--- src/rtl/regression_seq_controller.sv ---
// regression_seq_controller
//
// Sequencing controller for the linear-regression datapath. A run loads
// `len` (x,y) samples into sample memory over a valid/ready stream, then
// walks the sample memory once for the mean unit, `epochs` times for the
// coefficient-calculation unit (one sample per request/acknowledge pair),
// and once more for the error unit. `abort` cancels a run at any point.
//
// Ports:
//   clk, rst      clock; synchronous active-high reset
//   start         begin a run (sampled only while idle)
//   abort         cancel the current run, return to idle without done
//   len           number of samples, latched at start (0 = empty run)
//   epochs        calc-phase repetitions, latched at start (0 behaves as 1)
//   in_valid      load stream: sample present
//   in_ready      load stream: controller accepting
//   mem_we        sample memory write enable
//   addr          sample memory address
//   xy_valid      sample at addr presented to the active unit
//   mean_start    mean unit start request     / mean_ready  its acknowledge
//   calc_start    calc unit start request     / calc_ready  its acknowledge
//   err_start     error unit start request    / err_ready   its acknowledge
//   err_done      per-sample error accumulate strobe
//   epoch         current calc epoch, 0-based
//   busy          high whenever a run is in progress
//   done          one-cycle pulse on run completion

module regression_seq_controller #(
    parameter int ADDR_W  = 8,
    parameter int EPOCH_W = 4
) (
    input  logic               clk,
    input  logic               rst,
    input  logic               start,
    input  logic               abort,
    input  logic [ADDR_W-1:0]  len,
    input  logic [EPOCH_W-1:0] epochs,
    input  logic               in_valid,
    output logic               in_ready,
    output logic               mem_we,
    output logic [ADDR_W-1:0]  addr,
    output logic               xy_valid,
    output logic               mean_start,
    output logic               calc_start,
    output logic               err_start,
    input  logic               mean_ready,
    input  logic               calc_ready,
    input  logic               err_ready,
    output logic               err_done,
    output logic [EPOCH_W-1:0] epoch,
    output logic               busy,
    output logic               done
);

    typedef enum logic [3:0] {
        IDLE,
        LOAD,
        MEAN_REQ,
        MEAN_SEND,
        CALC_REQ,
        CALC_SEND,
        CALC_WAIT,
        ERR_REQ,
        ERR_SEND,
        DONE
    } state_t;

    state_t             state;
    state_t             state_next;
    logic [ADDR_W-1:0]  addr_next;
    logic [EPOCH_W-1:0] epoch_next;
    logic [ADDR_W-1:0]  len_q;
    logic [ADDR_W-1:0]  len_next;
    logic [EPOCH_W-1:0] ep_q;
    logic [EPOCH_W-1:0] ep_next;
    logic               last;
    logic               last_epoch;

    // len_q is never zero outside IDLE, so len_q-1 cannot underflow where
    // last is consulted.
    assign last       = (addr == len_q - ADDR_W'(1));
    assign last_epoch = (epoch >= ep_q - EPOCH_W'(1));

    always_ff @(posedge clk) begin
        if (rst) begin
            state <= IDLE;
            addr  <= '0;
            epoch <= '0;
            len_q <= '0;
            ep_q  <= '0;
        end else begin
            state <= state_next;
            addr  <= addr_next;
            epoch <= epoch_next;
            len_q <= len_next;
            ep_q  <= ep_next;
        end
    end

    always_comb begin
        state_next = state;
        addr_next  = addr;
        epoch_next = epoch;
        len_next   = len_q;
        ep_next    = ep_q;

        in_ready   = 1'b0;
        mem_we     = 1'b0;
        xy_valid   = 1'b0;
        mean_start = 1'b0;
        calc_start = 1'b0;
        err_start  = 1'b0;
        err_done   = 1'b0;
        busy       = (state != IDLE);
        done       = 1'b0;

        case (state)
            IDLE: begin
                if (start) begin
                    if (len == '0) begin
                        // Empty run: skip every phase, still report completion.
                        state_next = DONE;
                    end else begin
                        len_next   = len;
                        ep_next    = (epochs == '0) ? EPOCH_W'(1) : epochs;
                        addr_next  = '0;
                        epoch_next = '0;
                        state_next = LOAD;
                    end
                end
            end

            LOAD: begin
                in_ready = 1'b1;
                mem_we   = in_valid;
                if (in_valid) begin
                    if (last) begin
                        addr_next  = '0;
                        state_next = MEAN_REQ;
                    end else begin
                        addr_next = addr + ADDR_W'(1);
                    end
                end
            end

            MEAN_REQ: begin
                mean_start = 1'b1;
                if (mean_ready) begin
                    state_next = MEAN_SEND;
                end
            end

            MEAN_SEND: begin
                xy_valid = 1'b1;
                if (last) begin
                    addr_next  = '0;
                    state_next = CALC_REQ;
                end else begin
                    addr_next = addr + ADDR_W'(1);
                end
            end

            CALC_REQ: begin
                calc_start = 1'b1;
                if (calc_ready) begin
                    state_next = CALC_SEND;
                end
            end

            // The calc unit consumes one sample per acknowledge, so ready is
            // only looked at in CALC_WAIT, after the sample has been offered.
            CALC_SEND: begin
                xy_valid   = 1'b1;
                state_next = CALC_WAIT;
            end

            CALC_WAIT: begin
                if (calc_ready) begin
                    if (!last) begin
                        addr_next  = addr + ADDR_W'(1);
                        state_next = CALC_SEND;
                    end else if (!last_epoch) begin
                        addr_next  = '0;
                        epoch_next = epoch + EPOCH_W'(1);
                        state_next = CALC_REQ;
                    end else begin
                        addr_next  = '0;
                        state_next = ERR_REQ;
                    end
                end
            end

            ERR_REQ: begin
                err_start = 1'b1;
                if (err_ready) begin
                    state_next = ERR_SEND;
                end
            end

            ERR_SEND: begin
                xy_valid = 1'b1;
                err_done = 1'b1;
                if (last) begin
                    addr_next  = '0;
                    state_next = DONE;
                end else begin
                    addr_next = addr + ADDR_W'(1);
                end
            end

            DONE: begin
                done       = 1'b1;
                state_next = IDLE;
            end

            default: begin
                state_next = IDLE;
                addr_next  = '0;
                epoch_next = '0;
            end
        endcase

        // Abort overrides whatever transition the current state chose; the
        // decoded outputs above (including a LOAD write) still apply this cycle.
        if (abort && (state != IDLE)) begin
            state_next = IDLE;
            addr_next  = '0;
            epoch_next = '0;
        end
    end

endmodule

--- config.mk ---
export PLATFORM = sky130hd
export DESIGN_NAME = regression_seq_controller
export DESIGN_NICKNAME = d
export VERILOG_FILES = /design/src/rtl/regression_seq_controller.sv
export SDC_FILE = /design/constraint.sdc
export NUM_CORES = 1
export LEC_CHECK = 0
export ABC_AREA = 1
export BUFFER_PORTS_ARGS = -buffer_cell sky130_fd_sc_hd__buf_2
export CAP_MARGIN = 20
export CORE_AREA = 2 2 62 64
export CTS_BUF_LIST = sky130_fd_sc_hd__clkbuf_16
export DETAILED_ROUTE_END_ITERATION = 8
export DIE_AREA = 0 0 64 66
export PLACE_DENSITY = 0.8
export SKIP_LAST_GASP = 1
export SLEW_MARGIN = 5
export SYNTH_ARGS = -nofsm -noshare
export SYNTH_HDL_FRONTEND = slang
export SYNTH_SLANG_ARGS = --single-unit
export TNS_END_PERCENT = 100
--- constraint.sdc ---
create_clock -name clk -period 3.15 [get_ports clk]
set_input_delay 0.4725 -clock clk [delete_from_list [all_inputs] [get_ports clk]]
set_output_delay 0.4725 -clock clk [all_outputs]
set_load 0.1 [all_outputs]
Word level (Yosys, flattened, before mapping)
Cells that the tools add are included.
{ "totals": {"out_inout_bits": 21, "mem_count": 0, "inputBits": 20, "ramBits": 0, "wordCells": 83, "rom_bits": 0, "latch_bits": 0, "regBits": 28} }
{ "classes": {"reduce_logical": 14, "div_mod_pow": 0, "order_cmp": 1, "muxes": 34, "n_bitwise": 3, "eq_ne": 22, "n_mul": 0, "n_addsub": 4, "n_shift": 0} }
{ "op_table": {"columns": ["cell", "n"], "rows": [
  ["$mux W4", 16],
  ["$mux W8", 5],
  ["$pmux W8 S5", 1],
  ["$pmux W4 S9", 1],
  ["$ne A2 B2 Y1 const B", 12],
  ["$eq A4 B3 Y1 const B", 4],
  ["$pmux W4 S3", 1],
  ["$reduce_and A9 Y1", 1],
  ["$add A8 B1 Y8 const B", 1],
  ["$eq A4 B2 Y1 const B", 2],
  ["$eq A4 B4 Y1 const B", 2],
  ["$eq A8 B8 Y1", 1],
  ["$logic_not A4 Y1", 2],
  ["$logic_not A8 Y1", 1],
  ["$mux W1", 8],
  ["$reduce_or A8 Y1", 1],
  ["$sub A8 B1 Y8 const B", 1],
  ["$reduce_and A6 Y1", 1],
  ["$reduce_and A5 Y1", 1],
  ["$reduce_or A5 Y1", 1],
  ["$add A4 B1 Y4 const B", 1],
  ["$eq A4 B1 Y1 const B", 1],
  ["$ge A4 B4 Y1", 1],
  ["$mux W2", 2],
  ["other kinds (7)", 10]
]} }

Depth between registers and ports, before layout
Gate-level depths: netlist of the first run.
{ "logic_depth": {"word_depth": 6, "ltp_mapped": 16, "mapped_depth_nobuf": 16} }

Worst setup path before layout of the first run
No wires, ideal clock.
{ "synth_timing": {"path_type": "register to output", "startpoint": "register state[2]", "endpoint": "output mem_we", "required_ns": 2.677, "t_arrival_ns": 3.496, "path_stages_with_launch": 6, "slack_ns": -0.819, "n_path_buf": 0, "cell_sequence": "dfxtp_1 -> nor2_2 -> nand2_2 -> nor2_1 -> inv_1 -> nor2_1"} }
{ "synth_via": {"elab_chain_len": 2} }
{ "synth_lines": {"columns": ["item", "line", "text"], "rows": [
  ["start, declared", "68", "state_t state;"],
  ["start signal, assigned", "92", "state <= state_next;"],
  ["$eq A4 B1 Y1", "117", "case (state)"],
  ["$mux W1", "117", null],
  ["end, declared", "40", "output logic mem_we,"]
]} }
No other way between the ends.

Final worst setup path of the first run
Same ends and word-level chain as after synthesis.

==> results.sh, run 1 <==
export IMPL_drive_above_1_share=0.230
export IMPL_yosysSeqAreaShare=0.269
export IMPL_worst_slack_ns=0.949
export IMPL_layout_nets=390
export IMPL_hp_class="in2reg"
export IMPL_drt_iter0_drc=151
export IMPL_yosys_top_cells_count="nand2_1 (76), nor2_1 (47), inv_1 (32)"
export IMPL_drt_pass1_iterations=4
export IMPL_post_cts_setup_buffers=0
export IMPL_rsz0062_at_grt="no"
export IMPL_final_cells=409
export IMPL_endpoint_kind="primary output"
export IMPL_wl_per_cell_um=11.6
export IMPL_synthToLayoutAreaGrowth_pct=15.8
export IMPL_finalClockSkew_ns=0.00401
export IMPL_num_fill_cells=336
export IMPL_fin_crit_sh=0.699
export IMPL_setup_viol=0
export IMPL_routed_via_count=2149
export IMPL_fin_tns_setup_ns=0
export IMPL_max_cap_violations=0
export IMPL_drv_slew=0
export IMPL_finalPower_mw=2.06
export IMPL_dp_slack_ns=1.19
export IMPL_ys_seq_elements=28
export IMPL_synthArstFlopShare=0
export IMPL_overflow=0
export IMPL_synthesis_nets=348
export IMPL_ant_nets=0
export IMPL_crit_type="reg2out"
export IMPL_synth_edf_count=0
export IMPL_final_util=0.681
export IMPL_place_inst=405
export IMPL_cts_made_buffers=3
export IMPL_antenna_cells=0
export IMPL_grt_pass1_vias=2049
export IMPL_synth_warnings=0
export IMPL_fp_dieH_um=66
export IMPL_outcome="complete, no violations"
export IMPL_die_area_um2=4220
export IMPL_timing_fmax_mhz=454
export IMPL_start_util=0.588
export IMPL_via_per_inst=5.25
export IMPL_vdd_ir_drop_max_uv=713
export IMPL_synth_cell_area_um2=2090
export IMPL_postSynthCellCount=320
export IMPL_wirelength_um=4750
export IMPL_port_buffers=40
export IMPL_cp_data_arrival_time_ns=1.73
export IMPL_post_synth_top_count_cell="nand2_1"
export IMPL_hpwl_um=3880
export IMPL_worst_ep_required_time_ns=2.68
export IMPL_insertion_delay_ns=0.26
export IMPL_syn_area_per_cell_um2=6.52
export IMPL_powerDensity_nw_per_um2=851
export IMPL_power_leakage_nw=1.20
export IMPL_cts_path_max_buffers=2
export IMPL_htreeDepth=1
export IMPL_cts_root_buffer="clkbuf_16"
export IMPL_rows=22
export IMPL_place_gp_congestion=0.895
export IMPL_cts_hold_buf=0
export IMPL_grt_use_total=0.251
export IMPL_fp_dieW_um=64
export IMPL_antenna_found_initial=0
export IMPL_core_area_um2=3550
export IMPL_worstPathMaxFanout=6
export IMPL_ioPinCount=41
export IMPL_netlist_cell_type_count=30
export IMPL_fin_crit_ns=2.20
export IMPL_yosysTopAreaCell="dfxtp_1"
export IMPL_cts_sinks=28
export IMPL_maxSlewHeadroom=0.673
export IMPL_netlist_area_leader_share=0.269
export IMPL_clkTransAtPathRegs_ns=0.07
export IMPL_cts_tree="built"
export IMPL_drc=0
export IMPL_grt_start_max_net_pins=20
export IMPL_yosys_top_cells_area="dfxtp_1 (27%), nand2_1 (14%), nor2_1 (8.5%)"
export IMPL_ys_flop_type="dfxtp_1"
export IMPL_start_kind="register"
export IMPL_tightest_slew_ns=0.494
export IMPL_cts_resized=0
export IMPL_grt_pass1_wl_um=8720
export IMPL_hold_viol_final=0
## cell usage in the layout, fill, tap and decap left out, drive strengths merged, types with 2 or more instances in the layout
cell type	count
a21oi	18
ha	8
dfxtp	28
inv	40
buf	40
xnor2	4
xor2	10
nor2	57
o21ai	19
nand2	83
nor3	9
o211ai	2
nand3	26
nand4	9
clkbuf	3
## per-layer routing
metal,global-route usage,wire (um),vias up
met4,0.0652,64,0
met3,0.0341,147,11
li1,-,-,1117
met5,0,0,-
met1,0.312,2160,978
met2,0.456,2380,43
## final timing paths
check,from,endpoint,slack [ns],cells past startpoint
worst max register to register,ep_q[0],epoch[0],1.18,11
worst min-delay path,rst,ep_q[0],0.40,2
worst max-delay path,state[2],mem_we,0.95,6
worst min register to register,ep_q[1],ep_q[1],0.49,2
## cells by family after synthesis
family | after synthesis | synth area share
simple gates | 186 | 0.439
buf+inv | 43 | 0.0785
compound gates | 41 | 0.107
flops | 28 | 0.269
xor+xnor | 14 | 0.0587
fa+ha+maj | 8 | 0.0480
## registers in the layout, indices dropped and copies added, names as in the netlist
| name | count |
|---|---|
| addr | 8 |
| ep_q | 4 |
| epoch | 4 |
| len_q | 8 |
| state | 4 |
## report_power, final
part / switching, mW / leakage (nW) / internal, mW / total, mW
logic: 0.907 / 0.932 / 0.355 / 1.26
registers: 0.0837 / 0.229 / 0.422 / 0.506
clock network: 0.118 / 0.0385 / 0.170 / 0.288
## metrics by stage
stage	cell area [um^2]	hold WS [ns]
4_1_cts	2420	0.403
6_report	2420	0.397
2_1_floorplan	2090	0.447
3_3_place_gp	2340	0.471
5_1_grt	2420	0.415
3_5_place_dp	2340	0.480
## critical path, cell delays in order (launching register included)
cell	delay, ns
dfxtp_1	0.39
nor2_2	0.22
nand2_2	0.10
nor2_2	0.16
inv_1	0.10
nor2_2	0.07
buf_2	0.42
## layout make-up
class	count	area, um^2	share of cell area
sequential	28	561	0.232
clock buffer	3	75.1	0.0311
clock inverter	1	3.75	0.00155
inverter	40	150	0.0621
multi-input combinational	249	1370	0.566
tap	48	60.1	0.0248
timing repair buffer	40	200	0.0828
Note: power is estimated with default switching activity, not from simulation.
==> inputs of run 2 (changes only) <==
--- a/config.mk
+++ b/config.mk
@@ -5,14 +5,14 @@
 export SDC_FILE = /design/constraint.sdc
 export NUM_CORES = 1
 export LEC_CHECK = 0
-export ABC_AREA = 1
+export ABC_AREA = 0
 export BUFFER_PORTS_ARGS = -buffer_cell sky130_fd_sc_hd__buf_2
 export CAP_MARGIN = 20
-export CORE_AREA = 2 2 62 64
+export CORE_AREA = 2 2 67 69
 export CTS_BUF_LIST = sky130_fd_sc_hd__clkbuf_16
 export DETAILED_ROUTE_END_ITERATION = 8
-export DIE_AREA = 0 0 64 66
-export PLACE_DENSITY = 0.8
+export DIE_AREA = 0 0 69 71
+export PLACE_DENSITY = 0.7
 export SKIP_LAST_GASP = 1
 export SLEW_MARGIN = 5
 export SYNTH_ARGS = -nofsm -noshare
==> constraint.sdc (replaced) <==
create_clock -name clk -period 1.9 [get_ports clk]
set_input_delay 0.285 -clock clk [delete_from_list [all_inputs] [get_ports clk]]
set_output_delay 0.285 -clock clk [all_outputs]
set_load 0.1 [all_outputs]
==> run 2 against run 1 <==
Compared with the run above: the flow now finishes with violations (negative setup slack); register-to-register slack worse by 1.7 ns; synthesized area is 4.4% lower; largest cell class unchanged; critical endpoint is now epoch[2]; sequential power is 49% higher; hold slack worse by 0.14 ns; critical path type is now reg2reg; flip-flop and latch count stayed put.
==> results.sh, run 2 <==
export IMPL_outcome="finished with violations"
export IMPL_violations="negative setup slack"
export IMPL_num_fill_cells=281
export IMPL_regToRegSetupSlack_ns=-0.51
export IMPL_fp_dieW_um=69
export IMPL_drive_above_1_share=0.514
export IMPL_final_area_um2=3190
export IMPL_netlist_cell_type_count=55
export IMPL_regToRegStartpoint="ep_q[0]"
export IMPL_place_gp_congestion=0.841
export IMPL_setup_viol=16
export IMPL_synthesis_nets=273
export IMPL_grt_pass1_vias=2207
export IMPL_synthArstFlopShare=0
export IMPL_antenna_cells=0
export IMPL_antenna_found_initial=0
export IMPL_fin_crit_ns=2.41
export IMPL_slowest_stage="or4_4"
export IMPL_core_area_um2=4200
export IMPL_synth_edf_count=0
export IMPL_vdd_ir_drop_max_uv=620
export IMPL_wl_per_cell_um=16.2
export IMPL_seq_area_um2=596
export IMPL_cts_root_buffer="clkbuf_16"
export IMPL_worst_slack_ns=-0.514
export IMPL_min_delay_start="epochs[3]"
export IMPL_endpoint_kind="register"
export IMPL_finalClockSkew_ns=0.00584
export IMPL_critical_path_max_stage_delay_ns=0.52
export IMPL_final_cell_mix="buf_4 (65), buf_2 (31), nor2_1 (29), nand2_1 (19), dfxtp_2 (16)"
export IMPL_final_util=0.760
export IMPL_grt_start_max_net_pins=18
export IMPL_worst_ep_required_time_ns=2.10
export IMPL_yosysSeqAreaShare=0.281
export IMPL_maxSlewHeadroom=0.665
export IMPL_drt_pass1_iterations=4
export IMPL_final_common_cell="buf_4"
export IMPL_dp_slack_ns=-0.671
export IMPL_max_cap_violations=0
export IMPL_reg2regPathDepth=10
export IMPL_ys_seq_elements=28
export IMPL_post_synth_top_count_cell="nor2_1"
export IMPL_wirelength_um=6460
export IMPL_overflow=0
export IMPL_yosys_top_cells_area="dfxtp_1 (28%), mux2i_1 (7.0%), nor2_1 (6.2%)"
export IMPL_hp_class="in2reg"
export IMPL_postSynthCellCount=245
export IMPL_ant_nets=0
export IMPL_cp_startpoint="ep_q[0]"
export IMPL_whs_ns=0.259
export IMPL_hold_viol_final=0
export IMPL_yosysTopAreaCell="dfxtp_1"
export IMPL_routed_via_count=2231
export IMPL_rows=24
export IMPL_ioPinCount=41
export IMPL_crit_chain="inv_2 > ha_4 > ha_4 > a21o_1 > a211oi_2 > nor2_1 > or4_4 > buf_4 > a211oi_2 > mux2i_1"
export IMPL_timing_fmax_mhz=414
export IMPL_cp_data_arrival_time_ns=2.61
export IMPL_reg_top3="addr (8), len_q (8)"
export IMPL_synth_warnings=0
export IMPL_port_buffers=40
export IMPL_cts_made_buffers=3
export IMPL_yosys_top_cells_count="nor2_1 (33), dfxtp_1 (28), nand2_1 (19)"
export IMPL_cts_path_max_buffers=2
export IMPL_synth_cell_area_um2=1990
export IMPL_start_util=0.474
export IMPL_ys_flop_type="dfxtp_1"
export IMPL_netlist_area_leader_share=0.281
export IMPL_multi_input_area_um2=1480
export IMPL_start_kind="register"
export IMPL_insertion_delay_ns=0.27
export IMPL_grt_pass1_wl_um=10600
export IMPL_timing_rr_end="epoch[2]"
export IMPL_hpwl_um=4420
export IMPL_htreeDepth=1
export IMPL_synthToLayoutAreaGrowth_pct=60.1
export IMPL_via_per_inst=5.61
export IMPL_crit_type="reg2reg"
export IMPL_drt_iter0_drc=134
export IMPL_tightest_slew_ns=0.506
export IMPL_worstPathMaxFanout=4
export IMPL_placedInstanceArea_um2=2890
export IMPL_drv_slew=0
export IMPL_cts_hold_buf=0
export IMPL_fin_crit_sh=1.27
export IMPL_die_area_um2=4900
export IMPL_cts_sinks=28
export IMPL_powerDensity_nw_per_um2=1170
export IMPL_cts_tree="built"
export IMPL_syn_area_per_cell_um2=8.14
export IMPL_cp_endpoint="epoch[2]"
export IMPL_power_leakage_nw=1.41
export IMPL_rsz0062_at_grt="yes"
export IMPL_layout_nets=375
export IMPL_fp_dieH_um=71
export IMPL_clkTransAtPathRegs_ns=0.08
export IMPL_drc=0
export IMPL_grt_use_total=0.270
-- run 2: changes by cell type after synthesis, moves of 6 or more --
cell,before,now
mux2i_1,0,14
inv_2,8,2
nand2_1,76,19
o21ai_0,15,7
inv_1,32,11
a21oi_1,18,9
nand3_2,7,0
nand3_1,19,6
nand4_1,9,3
nor2_1,47,33
nor2_2,8,2
xnor2_1,4,11
-- run 2: worst min path at each step --
stage          cells past startpoint  endpoint  slack, ns
2_1_floorplan                      2  len_q[0]       0.43
3_3_place_gp                       2  epoch[1]       0.48
3_5_place_dp                       2  epoch[1]       0.49
4_1_cts                            3  len_q[5]       0.27
5_1_grt                            3  len_q[3]       0.29
6_report                           3   ep_q[3]       0.26
-- run 2: kinds of logic (layout without fill, tap and decap cells) --
family	after synthesis	after routing	synth area share
flops	28	28	0.281
simple gates	100	100	0.257
mux	15	15	0.0778
xor+xnor	19	19	0.0834
fa+ha+maj	10	10	0.0602
buf+inv	27	128	0.0608
compound gates	46	46	0.180
-- run 2: where the power goes --
group	internal, mW	switching, mW	total [mW]
registers	0.665	0.0878	0.752
logic	1.07	1.30	2.37
clock network	0.368	0.230	0.597
total	2.10	1.62	3.72
-- run 2: layer usage --
layer | GRT usage | part of all wire
met5 | 0 | 0
met4 | 0.135 | 0.031
met3 | 0.0413 | 0.056
met2 | 0.474 | 0.50
met1 | 0.322 | 0.41
-- run 2: worst max-delay path: cells and delay by family (launching register included) --
family,cells,cell delay [ns]
and+or+nand+nor,2,0.60
AOI/OAI and AO/OA,3,0.54
adders and majority gates,2,0.44
DFF,1,0.33
buffers and inverters,2,0.21
muxes,1,0.21
-- run 2: final cells by class --
type                       count  share of cell area
clock buffer                   4              0.0313
inverter                      13              0.0168
multi-input combinational    190               0.463
sequential                    28               0.187
tap                           52              0.0204
timing repair buffer         111               0.282
-- run 2: metrics by stage --
stage | TNS [ns] | total power, mW | std cells
final | -5.60 | 3.72 | 398
after global routing | -7.34 | 3.90 | 398
after CTS | -4.98 | 3.62 | 397
after detailed placement | -5.50 | 2.90 | 387
after global placement | -4.88 | 2.86 | 387
after floorplan | -3.97 | 2.09 | 245
-- run 2: repair_timing --
item / in CTS / in global routing
gates resized for setup: 16 / 16
setup endpoints to repair: 17 / 29
buffers inserted: 8 / 1
pin swaps: 13 / 9
